$ cat src/rtl/dec_scan.sv
// dec_scan: registered N-to-2^N one-hot decoder with direct select and auto-scan
// mode that rotates the active output, holding each index for DWELL cycles.
module dec_scan #(
  parameter int N          = 2,
  parameter int DWELL      = 4,
  parameter bit ACTIVE_LOW = 1'b0
) (
  input  logic            clk,
  input  logic            rst_n,
  input  logic            E,
  input  logic            mode,
  input  logic [N-1:0]    A,
  output logic [2**N-1:0] Y,
  output logic [N-1:0]    idx,
  output logic            wrap
);
  localparam int M = 2**N;
  localparam int CW = DWELL > 1 ? $clog2(DWELL) : 1;
  localparam logic [CW-1:0] LAST = CW'(DWELL - 1);
  typedef enum logic [1:0] {IDLE, DIRECT, SCAN} state_t;
  state_t        state, state_nx;
  logic [CW-1:0] cnt, cnt_nx;
  logic [N-1:0]  idx_nx;
  logic          wrap_nx;
  logic [M-1:0]  y_nx;
  logic          adv;
  always_comb begin
    state_nx = !E ? IDLE : mode ? SCAN : DIRECT;
    cnt_nx   = '0;
    idx_nx   = '0;
    wrap_nx  = 1'b0;
    adv      = cnt == LAST;
    if (state_nx == DIRECT || (state_nx == SCAN && state != SCAN))
      idx_nx = A;
    else if (state_nx == SCAN) begin
      cnt_nx  = adv ? '0 : cnt + 1'b1;
      idx_nx  = adv ? idx + 1'b1 : idx;
      wrap_nx = adv && (&idx);
    end
    // polarity is folded in before the register so Y drives pins directly
    y_nx = (state_nx == IDLE ? '0 : M'(1) << idx_nx) ^ {M{ACTIVE_LOW}};
  end
  always_ff @(posedge clk or negedge rst_n)
    if (!rst_n) begin
      state <= IDLE;
      cnt   <= '0;
      idx   <= '0;
      wrap  <= 1'b0;
      Y     <= {M{ACTIVE_LOW}};
    end else begin
      state <= state_nx;
      cnt   <= cnt_nx;
      idx   <= idx_nx;
      wrap  <= wrap_nx;
      Y     <= y_nx;
    end
endmodule

$ cat config.mk
export PLATFORM = sky130hd
export DESIGN_NAME = dec_scan
export DESIGN_NICKNAME = d
export VERILOG_FILES = /design/src/rtl/dec_scan.sv
export SDC_FILE = /design/constraint.sdc
export NUM_CORES = 1
export LEC_CHECK = 0
export CAP_MARGIN = 20
export CELL_PAD_IN_SITES_DETAIL_PLACEMENT = 2
export CELL_PAD_IN_SITES_GLOBAL_PLACEMENT = 2
export CORE_MARGIN = 3
export CORE_UTILIZATION = 31
export CTS_CLUSTER_DIAMETER = 60
export DETAILED_ROUTE_END_ITERATION = 7
export PLACE_DENSITY = 0.82
export RECOVER_POWER = 50
export SLEW_MARGIN = 25
export SYNTH_ARGS = -nofsm -noshare
export SYNTH_HDL_FRONTEND = slang
export SYNTH_SLANG_ARGS = --single-unit
export TNS_END_PERCENT = 30
$ cat constraint.sdc
create_clock -name clk -period 3.6 [get_ports clk]
set_input_delay 0.72 -clock clk [delete_from_list [all_inputs] [get_ports clk]]
set_output_delay 0.72 -clock clk [all_outputs]
set_load 0.1 [all_outputs]
==> impl_results.md <==
- Global placement routability congestion: 0.6486
- Kind of critical path: flip-flop to primary output
- Fraction of synthesis flops using an asynchronous set or reset pin: 100.0%
- Antenna diodes: 0
- Util after Layout: roughly 47%
- Total die area: 2110 um2
- Number of global-route vias before repair: 408
- Total power: ~280 uW
- Main area contributors after synthesis: sky130_fd_sc_hd__dfrtp_1 (56%), sky130_fd_sc_hd__ha_1 (7.6%), sky130_fd_sc_hd__o32ai_1 (5.3%)
- Number of inserted filler cells in the final layout: ~140
- Pre-CTS WS: 1.351 ns
- Most used flip-flop cell after synthesis: sky130_fd_sc_hd__dfrtp_1
- DRC violations left: 0
- GRT Overall Usage: a little over an eighth
- Portion of the post-synthesis area used by sequential elements: about 56%
- Number of cells produced by synthesis: 39
- Mapped cell area: 494.2 um2
- Library cell contributing the largest single delay on the critical path: sky130_fd_sc_hd__clkdlybuf4s50_1
- Number of buffers added to fix hold violations after cts: 0
- Vias per inst: between 5 and 6
- Arrival time of the worst setup path: approximately 1.8 ns
- Worst setup EP type: primary output
- Final number of setup-violating endpoints: 0
- Number of flops mapped to enable cells by yosys: 0
- FF+latch count, synth: 11
- Total clock buffers created by CTS: 3
- Final hold violation count: 0
- Peak supply drop: 250.4 uV
- Nets in the synthesized netlist: 48
- Pin count of the biggest net entering global routing: 12
- Cell types with the highest counts after synthesis: sky130_fd_sc_hd__dfrtp_1 (11), sky130_fd_sc_hd__inv_1 (4), sky130_fd_sc_hd__ha_1 (3), sky130_fd_sc_hd__o32ai_1 (3)
- Number of buffers on the longest clock path: 2
- Post-DR wirelength/cell: 16.71 um
- TritonCTS clock tree: done
- GR Overflow Total: 0
- Highest clock rate: slightly below 0.4 GHz
- Period minus WS final: around 2.5 ns
- Worst-path cell chain: clkdlybuf4s50_1
- Resized Gates After CTS: 0
- Library cell used as clock root buffer: sky130_fd_sc_hd__clkbuf_4
- Measured slew at the worst slew-check pin: 0.9838 ns
- Area delta synth->final: 31.90%
- Clock-pin slew on the worst setup and hold paths: around 0.07 ns
- First-pass iteration count of the detailed router: 3
- Fin cells: 70
- Type of element launching the critical path: flip-flop
- Starting density of the core: 35.33%
- Data required time at the worst endpoint: 2.88 ns
- Mean cell area of the mapped netlist: 12.67 um2
- Placeable core region: 1399 um2
- Largest delay share family, worst path: buffers and inverters
- Type of the most critical hold path: flip-flop to flip-flop
- Die extent in y: 45.93 um
- Warnings from Yosys: 0
- Most repeated cell in the gate-level netlist after synthesis: sky130_fd_sc_hd__dfrtp_1
- Max-cap violations: 0
- Number of H-tree branching levels: 1
- First-pass GRT wire length: 1897 um
- Layout cell share with drive strength beyond 1: 9.091%
- Static leakage: 0.3185 nW
- Unrepaired setup endpoints after global routing: false
- Unique cell type count in the Yosys netlist: 20
- Buffering stage count on the worst path with inverters included: 1
- Clock net sink count: 11
- Headroom to the max-slew limit: between 30% and 40%
- Fin crit share: 70.40%
- Nets: 65
- Worst path setup slack after routing: 1.066 ns
- Clk_lat worst skew: 0.27 ns
- Max-slew violation count: 0
- Crit path max fanout: 3
- IO Pins: 13
- Antenna violations before repair: 0
- Outcome: complete, no violations
- Number of nets with antenna violations after detailed routing: 0
- Starting DRT DRC Count: 3
- Total power per unit cell area: 429.3 nW/um2
- Die W: 45.93 um
- Crit-path max cell delay: 1.15 ns
- Placement row count: 13
- Placed Instances: 66
- Post-Route Skew: around 0.0034 ns
- Overall routed net length: 1170 um
- Total setup buffers inserted after CTS: 0
- Post-DP HPWL: 921.5 um
- Area leader, netlist: sky130_fd_sc_hd__dfrtp_1
- Total number of vias: 354
- Final TNS setup: 0 ns
- Count of port buffers added during placement: 12
- Proportion of netlist area held by the largest area contributor: 55.70%
-- cells in the final DEF, fill, tap and decap left out --
cell type	instances
sky130_fd_sc_hd__dlygate4sd3_1	3
sky130_fd_sc_hd__a21o_1	1
sky130_fd_sc_hd__inv_1	4
sky130_fd_sc_hd__dfrtp_1	11
sky130_fd_sc_hd__nand3_1	1
sky130_fd_sc_hd__o32ai_1	4
sky130_fd_sc_hd__nor2_1	1
sky130_fd_sc_hd__xnor2_1	1
sky130_fd_sc_hd__clkbuf_4	3
sky130_fd_sc_hd__and2_1	1
sky130_fd_sc_hd__mux2_4	1
sky130_fd_sc_hd__nor2b_1	2
sky130_fd_sc_hd__o21ai_0	1
sky130_fd_sc_hd__ha_1	3
sky130_fd_sc_hd__clkdlybuf4s50_1	9
sky130_fd_sc_hd__nand2_1	2
sky130_fd_sc_hd__clkbuf_1	1
sky130_fd_sc_hd__a31oi_1	1
sky130_fd_sc_hd__and3_1	1
sky130_fd_sc_hd__nor3b_1	1
sky130_fd_sc_hd__nand4b_1	1
sky130_fd_sc_hd__mux2i_1	1
sky130_fd_sc_hd__nor2b_4	1
-- routing by layer --
metal / global-route usage, % / part of all wire [%] / up-vias
met5: 0 / 0 / -
met4: 1.705 / 0 / 0
met3: 7.510 / 7.4 / 0
met2: 21.43 / 49 / 12
met1: 15.66 / 43 / 172
li1: - / - / 170
-- stage by stage --
stage | hold slack (ns) | cell area, um2
after global routing | 0.5008 | 651.9
after CTS | 0.4799 | 659.4
after floorplan | 0.4244 | 494.2
after detailed placement | 0.4685 | 633.1
after global placement | 0.4527 | 633.1
final | 0.4784 | 651.9
-- final cells by class --
| type | count | area [um2] | share of cell area (%) |
|---|---|---|---|
| clock buffers | 4 | 26.28 | 4.031 |
| flip-flops and latches | 11 | 275.3 | 42.23 |
| well taps | 15 | 18.77 | 2.879 |
| multi-input cells | 24 | 196.4 | 30.13 |
| inverters | 4 | 15.01 | 2.303 |
| repair buffers | 12 | 120.1 | 18.43 |
-- kinds of logic (layout without fill, tap and decap cells) --
family | after synthesis | in the layout | share of synthesized area, %
compound gates | 7 | 7 | 12.41
xor+xnor | 1 | 1 | 1.772
fa+ha+maj | 3 | 3 | 7.596
buf+inv | 4 | 20 | 3.037
flops | 11 | 11 | 55.70
mux | 2 | 2 | 5.062
simple gates | 11 | 11 | 14.43
-- worst paths after layout --
path                                  start                  to  slack (ns)  depth (start not counted)
max in group asynchronous             rst_n      Y[3]$_DFF_PN0_        2.41                          1
setup / recovery           idx[0]$_DFF_PN0_              idx[0]        1.07                          1
min in group asynchronous             rst_n  state[1]$_DFF_PN0_        0.85                          1
hold / removal             cnt[0]$_DFF_PN0_    cnt[0]$_DFF_PN0_        0.48                          1
hold reg to reg            cnt[0]$_DFF_PN0_    cnt[0]$_DFF_PN0_        0.48                          1
setup reg to reg           idx[0]$_DFF_PN0_      Y[0]$_DFF_PN0_        2.11                          4
-- sequential cells by signal (all words and copies together) (netlist names) --
name and cells:
cnt 2, Y 4, wrap 1, state 2
idx 2
-- power by group --
group | leakage, nW | switching [mW] | internal, mW | total (mW)
logic | 0.157 | 0.0461 | 0.0182 | 0.0643
clock network | 0.0150 | 0.0412 | 0.0429 | 0.0841
registers | 0.146 | 0.00255 | 0.129 | 0.131
total | 0.319 | 0.0899 | 0.190 | 0.280
(Power assumes the default switching activity.)
